File: src/rtl/ipv4_fib_lookup_arb.sv
// Round-robin sharing of the single IPv4 FIB lookup port among NUM_REQ requesters.
// Results come back in issue order and are steered to their issuer through a tag FIFO.
module ipv4_fib_lookup_arb #(
    parameter int NUM_REQ         = 2,
    parameter int REQ_BITS        = 1,
    parameter int MAX_OUTSTANDING = 4
) (
    input  logic                  clk,
    input  logic                  reset,
    input  logic [NUM_REQ*32-1:0] i_req_daddr,
    input  logic [NUM_REQ-1:0]    i_req_valid,
    output logic [NUM_REQ-1:0]    o_req_ack,
    output logic [NUM_REQ-1:0]    o_rsp_valid,
    output logic                  o_rsp_nh_found,
    output logic [31:0]           o_rsp_nh,
    output logic [7:0]            o_rsp_tuser,
    input  logic [NUM_REQ-1:0]    i_rsp_rd,
    output logic [31:0]           o_fib_daddr,
    output logic                  o_fib_daddr_valid,
    input  logic                  i_fib_nh_found,
    input  logic [31:0]           i_fib_nh,
    input  logic [7:0]            i_fib_tuser,
    input  logic                  i_fib_valid,
    output logic                  o_fib_rd,
    output logic [2:0]            o_outstanding,
    output logic                  o_err_orphan
);
    localparam int TAG_DEPTH = 4;

    logic [NUM_REQ-1:0]  ack_q, ack_d;
    logic [31:0]         daddr_q, daddr_d;
    logic                strobe_q, strobe_d;
    logic [REQ_BITS-1:0] ptr_q, ptr_d;
    logic [2:0]          cnt_q, cnt_d;
    logic [1:0]          wr_q, wr_d;
    logic [1:0]          rd_q, rd_d;
    logic                err_q, err_d;
    logic [REQ_BITS-1:0] tag_mem_q [TAG_DEPTH];

    logic [NUM_REQ-1:0]  eligible;
    logic                found;
    logic                issue;
    logic [REQ_BITS:0]   idx_w;
    logic [REQ_BITS-1:0] grant;
    logic [31:0]         grant_daddr;
    logic [REQ_BITS-1:0] head;
    logic                tag_empty;
    logic                pop;
    logic                orphan;

    // A requester in its ack cycle is masked so a still-high valid cannot win twice.
    always_comb begin
        eligible    = i_req_valid & ~ack_q;
        found       = 1'b0;
        grant       = ptr_q;
        idx_w       = '0;
        grant_daddr = '0;
        for (int k = 1; k <= NUM_REQ; k++) begin
            idx_w = {1'b0, ptr_q} + (REQ_BITS+1)'(k);
            if (idx_w >= (REQ_BITS+1)'(NUM_REQ)) begin
                idx_w = idx_w - (REQ_BITS+1)'(NUM_REQ);
            end
            if (!found && eligible[idx_w[REQ_BITS-1:0]]) begin
                found = 1'b1;
                grant = idx_w[REQ_BITS-1:0];
            end
        end
        for (int i = 0; i < NUM_REQ; i++) begin
            if (grant == REQ_BITS'(i)) begin
                grant_daddr = i_req_daddr[32*i +: 32];
            end
        end
        issue = found && (cnt_q < 3'(MAX_OUTSTANDING));
    end

    // Outstanding count doubles as the tag FIFO occupancy.
    assign tag_empty = (cnt_q == 3'd0);
    assign head      = tag_mem_q[rd_q];

    always_comb begin
        for (int i = 0; i < NUM_REQ; i++) begin
            o_rsp_valid[i] = i_fib_valid && !tag_empty && (head == REQ_BITS'(i));
        end
    end

    assign pop    = |(i_rsp_rd & o_rsp_valid);
    assign orphan = i_fib_valid && tag_empty;

    always_comb begin
        ack_d    = '0;
        strobe_d = issue;
        daddr_d  = daddr_q;
        ptr_d    = ptr_q;
        wr_d     = wr_q;
        rd_d     = rd_q;
        cnt_d    = cnt_q;
        err_d    = err_q | orphan;
        if (issue) begin
            for (int i = 0; i < NUM_REQ; i++) begin
                ack_d[i] = (grant == REQ_BITS'(i));
            end
            daddr_d = grant_daddr;
            ptr_d   = grant;
            wr_d    = wr_q + 2'd1;
        end
        if (pop) begin
            rd_d = rd_q + 2'd1;
        end
        case ({issue, pop})
            2'b10:   cnt_d = cnt_q + 3'd1;
            2'b01:   cnt_d = cnt_q - 3'd1;
            default: cnt_d = cnt_q;
        endcase
    end

    always_ff @(posedge clk) begin
        if (issue) begin
            tag_mem_q[wr_q] <= grant;
        end
    end

    always_ff @(posedge clk) begin
        if (reset) begin
            ack_q    <= '0;
            daddr_q  <= '0;
            strobe_q <= 1'b0;
            ptr_q    <= REQ_BITS'(NUM_REQ - 1);
            wr_q     <= '0;
            rd_q     <= '0;
            cnt_q    <= '0;
            err_q    <= 1'b0;
        end else begin
            ack_q    <= ack_d;
            daddr_q  <= daddr_d;
            strobe_q <= strobe_d;
            ptr_q    <= ptr_d;
            wr_q     <= wr_d;
            rd_q     <= rd_d;
            cnt_q    <= cnt_d;
            err_q    <= err_d;
        end
    end

    assign o_req_ack         = ack_q;
    assign o_fib_daddr       = daddr_q;
    assign o_fib_daddr_valid = strobe_q;
    assign o_outstanding     = cnt_q;
    assign o_err_orphan      = err_q;
    assign o_fib_rd          = pop | orphan;
    assign o_rsp_nh_found    = i_fib_nh_found;
    assign o_rsp_nh          = i_fib_nh;
    assign o_rsp_tuser       = i_fib_tuser;
endmodule

File: config.mk
export PLATFORM = sky130hd
export DESIGN_NAME = ipv4_fib_lookup_arb
export DESIGN_NICKNAME = d
export VERILOG_FILES = /design/src/rtl/ipv4_fib_lookup_arb.sv
export SDC_FILE = /design/constraint.sdc
export NUM_CORES = 1
export LEC_CHECK = 0
export CORE_MARGIN = 4
export CORE_UTILIZATION = 35
export CTS_BUF_LIST = sky130_fd_sc_hd__clkbuf_2 sky130_fd_sc_hd__clkbuf_4 sky130_fd_sc_hd__clkbuf_8
export DETAILED_ROUTE_END_ITERATION = 6
export GPL_ROUTABILITY_DRIVEN = 0
export PLACE_DENSITY = 0.84
export SETUP_SLACK_MARGIN = 0.4
export SYNTH_ARGS = -nofsm -noshare
export SYNTH_HDL_FRONTEND = slang
export SYNTH_SLANG_ARGS = --single-unit
File: constraint.sdc
create_clock -name clk -period 2.7 [get_ports clk]
set_input_delay 0.675 -clock clk [delete_from_list [all_inputs] [get_ports clk]]
set_output_delay 0.675 -clock clk [all_outputs]
set_load 0.03 [all_outputs]
* After elaboration in Yosys (flattened, before gate mapping)
Memory sizes are Yosys's and may differ from the RTL's. A register that Yosys moved wholly into a read port is not among the register bits. Cells that the tools add are included.
Cells by class: $add $sub $neg 8, reductions and logical operators 12, magnitude comparators 5, eq/ne operators 2, bitwise operators 8, multiplexer cells 16
Operators by type and width (count):
- $mux 32 | 1
- $mux 1 | 12
- $logic_and 1x1->1 | 6
- $pmux 3 s2 | 1
- $add 2x1->2 const B | 2
- $and 2x2->2 | 2
- $ge 2x2->1 const B | 2
- $lt 1x2->1 const B | 2
- $mux 2 | 2
- $reduce_or 2->1 | 2
- $add 3x1->3 const B | 1
- $logic_not 3->1 | 1
- $lt 3x3->1 const B | 1
- $not 1->1 | 3
- $sub 3x1->3 const B | 1
- $add 1x1->2 const B | 1
- $add 1x2->2 const B | 1
- $eq 2x1->1 const B | 1
- $eq 2x2->1 const B | 1
- $logic_not 1->1 | 2
- $not 2->2 | 1
- $or 1x1->1 | 2
- $reduce_bool 2->1 | 1
- $sub 1x1->1 const B | 2
Word-level totals: RAM bits 4, bits in registers 44, logic and storage cells 60, memories 1
Memory list:
- tag_mem_q | words 4, width 1, rd ports 1, clocked after Yosys merged registers in 1, write ports 1, line 38 | logic [REQ_BITS-1:0] tag_mem_q [TAG_DEPTH];

* Longest topological paths before layout
word-level depth 12, gate-level depth with buffers 9

* Worst setup path after synthesis
No wires, ideal clock.
kind register -> output, start point register (tool-made name), end point output o_fib_rd, cell stages (with the launch flop) 4, arrival time 1721 ps, setup slack 304 ps, path through dfxtp_1 > mux4_2 > mux2i_1 > a21boi_0
RTL lines:
- to (decl) | line 24 | output logic o_fib_rd,

==> reports/summary.txt <==
status: completed
skew final: 0.00708 ns
share of layout cells above drive strength 1: 9.23%
Critical Path Fanout Max: 4
Design Power: 3.31 mW
crit path buf inv count: 1
drt pass-1 iters: 4
Peak VDD IR: 0.332 mV
worst skew pair latency: 0.30 ns
Starting Density: 36.7%
first-pass GRT wire length: 9070 µm
Worst R2R Setup Slack: 0.25 ns
crit path to: o_outstanding[2]$_SDFFE_PP0P_
Worst Tran Pin Value: 0.859 ns
CP Cell Sequence: mux4_2 > mux2i_2 > ha_2 > inv_2 > fa_2 > xor2_1 > or3_1 > a21oi_1
static leakage: 1.46 nW
mapped cell area: 2540 µm²
pin count of the biggest net entering global routing: 71
cell count along the critical path: 8
top cells by count, synth: dfxtp_1 (46), buf_4 (43), nor2_1 (42)
Num Clock Sinks: 50
FF-to-FF path depth: 8
clock root cell: clkbuf_8
Pwr per Cell Area: 917 nW/µm²
final worst slack: 0.248 ns
syn_nets: 383
count of different cell masters after synthesis: 33
DP Worst Slack: -0.116 ns
Yosys top cell by area: dfxtp_1
final net count: 453
max incr delay on CP: 0.56 ns
fillers: 652
multi-input logic area: 1100 µm²
post-DP HPWL: 4370 µm
MaxCap Viol Count: 0
DR vias/cell: 4.69
GRT overflow: 0
Die Wd: 93.1 µm
Finished Core Util: 52.2%
Register Area: 1040 µm²
clk slew on worst S/H paths: 0.09 ns
initial antenna violation count: 0
RSZ-0062 raised after global routing: true
syn_area_per_cell: 9.57 µm²
dominant synthesized flop cell: dfxtp_1
number of global-route vias before repair: 1985
cell family with most CP delay: multiplexers
setup violators final: 0
core area: 6910 µm²
IO buf count: 112
Fin. Hold Viols: 0
Hold Slack: 0.473 ns
Critical Path Start: tag_mem_q[3]$_DFFE_PP_
drt initial violations: 45
Tcrit/Tclk final: 90.8%
num ports: 195
Syn Inst Count: 265
Max Freq: 0.408 GHz
ranking of synthesized cells by area: dfxtp_1 (36%), mux2i_1 (13%), buf_4 (13%), a211oi_1 (9.5%), nor2_1 (6.2%)
Hold Path Class: register to register
die area: 8670 µm²
Placed Area: 3450 µm²
Seq/Total Area, Yosys: 41.0%
Final min period: 2.45 ns
Critical-path top delay cell: mux4_2
#FFs+latches synth: 50
top-count cell post-synth: dfxtp_1
H-tree Lvls: 2
number of nets still failing antenna checks after routing: 0
worst r2r src: tag_mem_q[3]$_DFFE_PP_
row cnt: 30
DRC viols: 0
die height: 93.1 µm
Post-synth EDFFs: 4
Worst EP arrival: 2.68 ns
diode count: 0
Async SR Flop Fraction: 0%
Ys Warns: 0
Clock Path Buffers: 2
Yosys top cell area share: 36.3%
Routed WL: 5800 µm
Critical Path End Type: register
gr usage total: 13.0%
FF-to-FF End: o_outstanding[2]$_SDFFE_PP0P_
CTS tree: done
Required @ worst endpoint: 2.93 ns
P&R area growth vs syn: 42.1%
Routed WL per cell: 13.4 µm
max-slew violation count: 0
total number of vias: 2024
crit path kind: register to register
Slew HR: 42.8%
cell area after layout: 3600 µm²
Num CTS Buffers: 5
crit start category: register
[cells by family (layout without fill, tap and decap cells)]
group,count (synthesis),count (layout),synth area share (%)
AO/OA/AOI/OAI,44,44,12.7
buffers and inverters,64,135,16.5
multiplexers,35,35,14.5
AND/OR/NAND/NOR,63,63,11.0
adder cells (fa/ha/maj),6,6,3.26
XOR/XNOR,3,3,1.04
flip-flops,50,50,41.0
[timing repair]
item,in CTS,in global routing
gates resized for setup,4,2
setup buffers,2,0
pin swaps,2,1
cloned,0,0
endpoints found under the setup margin,4,5
hold buffers,0,0
[cell usage in the layout, fill, tap and decap left out, types with 3 or more instances in the layout]
| cell type | instances |
|---|---|
| edfxtp_1 | 4 |
| clkdlybuf4s50_1 | 107 |
| nand2_1 | 3 |
| nand2b_1 | 3 |
| inv_1 | 5 |
| and2_1 | 4 |
| nor3_1 | 5 |
| mux2i_1 | 33 |
| a211oi_1 | 32 |
| nor2_1 | 42 |
| dfxtp_1 | 45 |
| a21oi_1 | 4 |
| buf_4 | 9 |
| ha_1 | 4 |
| clkbuf_8 | 5 |
[cell type report]
| type | instances | share of cell area, % |
|---|---|---|
| repair buffers | 120 | 32.8 |
| multi-input cells | 151 | 30.5 |
| flip-flops and latches | 50 | 28.9 |
| well taps | 96 | 3.33 |
| clock buffers | 5 | 1.91 |
| clock inverters | 3 | 1.77 |
| inverters | 7 | 0.729 |
[how the worst min path moves through the flow]
stage                                       start                 endpoint  cells past startpoint
final                     o_err_orphan$_SDFF_PP0_  o_err_orphan$_SDFF_PP0_                      2
after global routing      o_err_orphan$_SDFF_PP0_  o_err_orphan$_SDFF_PP0_                      2
after CTS                 o_err_orphan$_SDFF_PP0_  o_err_orphan$_SDFF_PP0_                      2
after detailed placement  o_err_orphan$_SDFF_PP0_  o_err_orphan$_SDFF_PP0_                      2
after global placement    o_err_orphan$_SDFF_PP0_  o_err_orphan$_SDFF_PP0_                      2
after floorplan                ptr_q$_SDFFE_PP1P_       ptr_q$_SDFFE_PP1P_                      1
[tightest hold or removal path, delay by kind of cell, from the launching register on]
family | cells | cell delay, ns
DFF | 1 | 0.34
AOI/OAI and AO/OA | 1 | 0.04
and+or+nand+nor | 1 | 0.07
[per-stage QoR]
stage,instances,TNS [ns]
floorplan,265,0
finish,432,0
CTS,432,0
detailed placement,422,-0.116
global placement,422,-0.0366
global route,432,0
[sequential cells by signal (all words and copies together) (netlist names), named ones only]
| signal | flops |
|---|---|
| o_fib_daddr_valid | 1 |
| rd_q | 2 |
| o_err_orphan | 1 |
| o_fib_daddr | 32 |
| o_outstanding | 3 |
| o_req_ack | 2 |
| tag_mem_q | 4 |
| ptr_q | 1 |
| wr_q | 2 |
[layer usage]
layer  wire (µm)  global-route usage [%]  up-vias
li1            -                       -     1012
met1        2140                    13.2      912
met2        2920                    23.4       91
met3         666                    6.68        9
met4          68                    3.54        0
met5           0                       0        -
[power breakdown]
part / total (mW) / internal [mW] / leakage, nW / switching (mW)
registers: 1.09 / 0.958 / 0.419 / 0.128
clock network: 0.608 / 0.367 / 0.0658 / 0.241
logic: 1.61 / 0.728 / 0.970 / 0.884
total: 3.31 / 2.05 / 1.46 / 1.25
No activity file was read; power rests on OpenSTA's default activity.
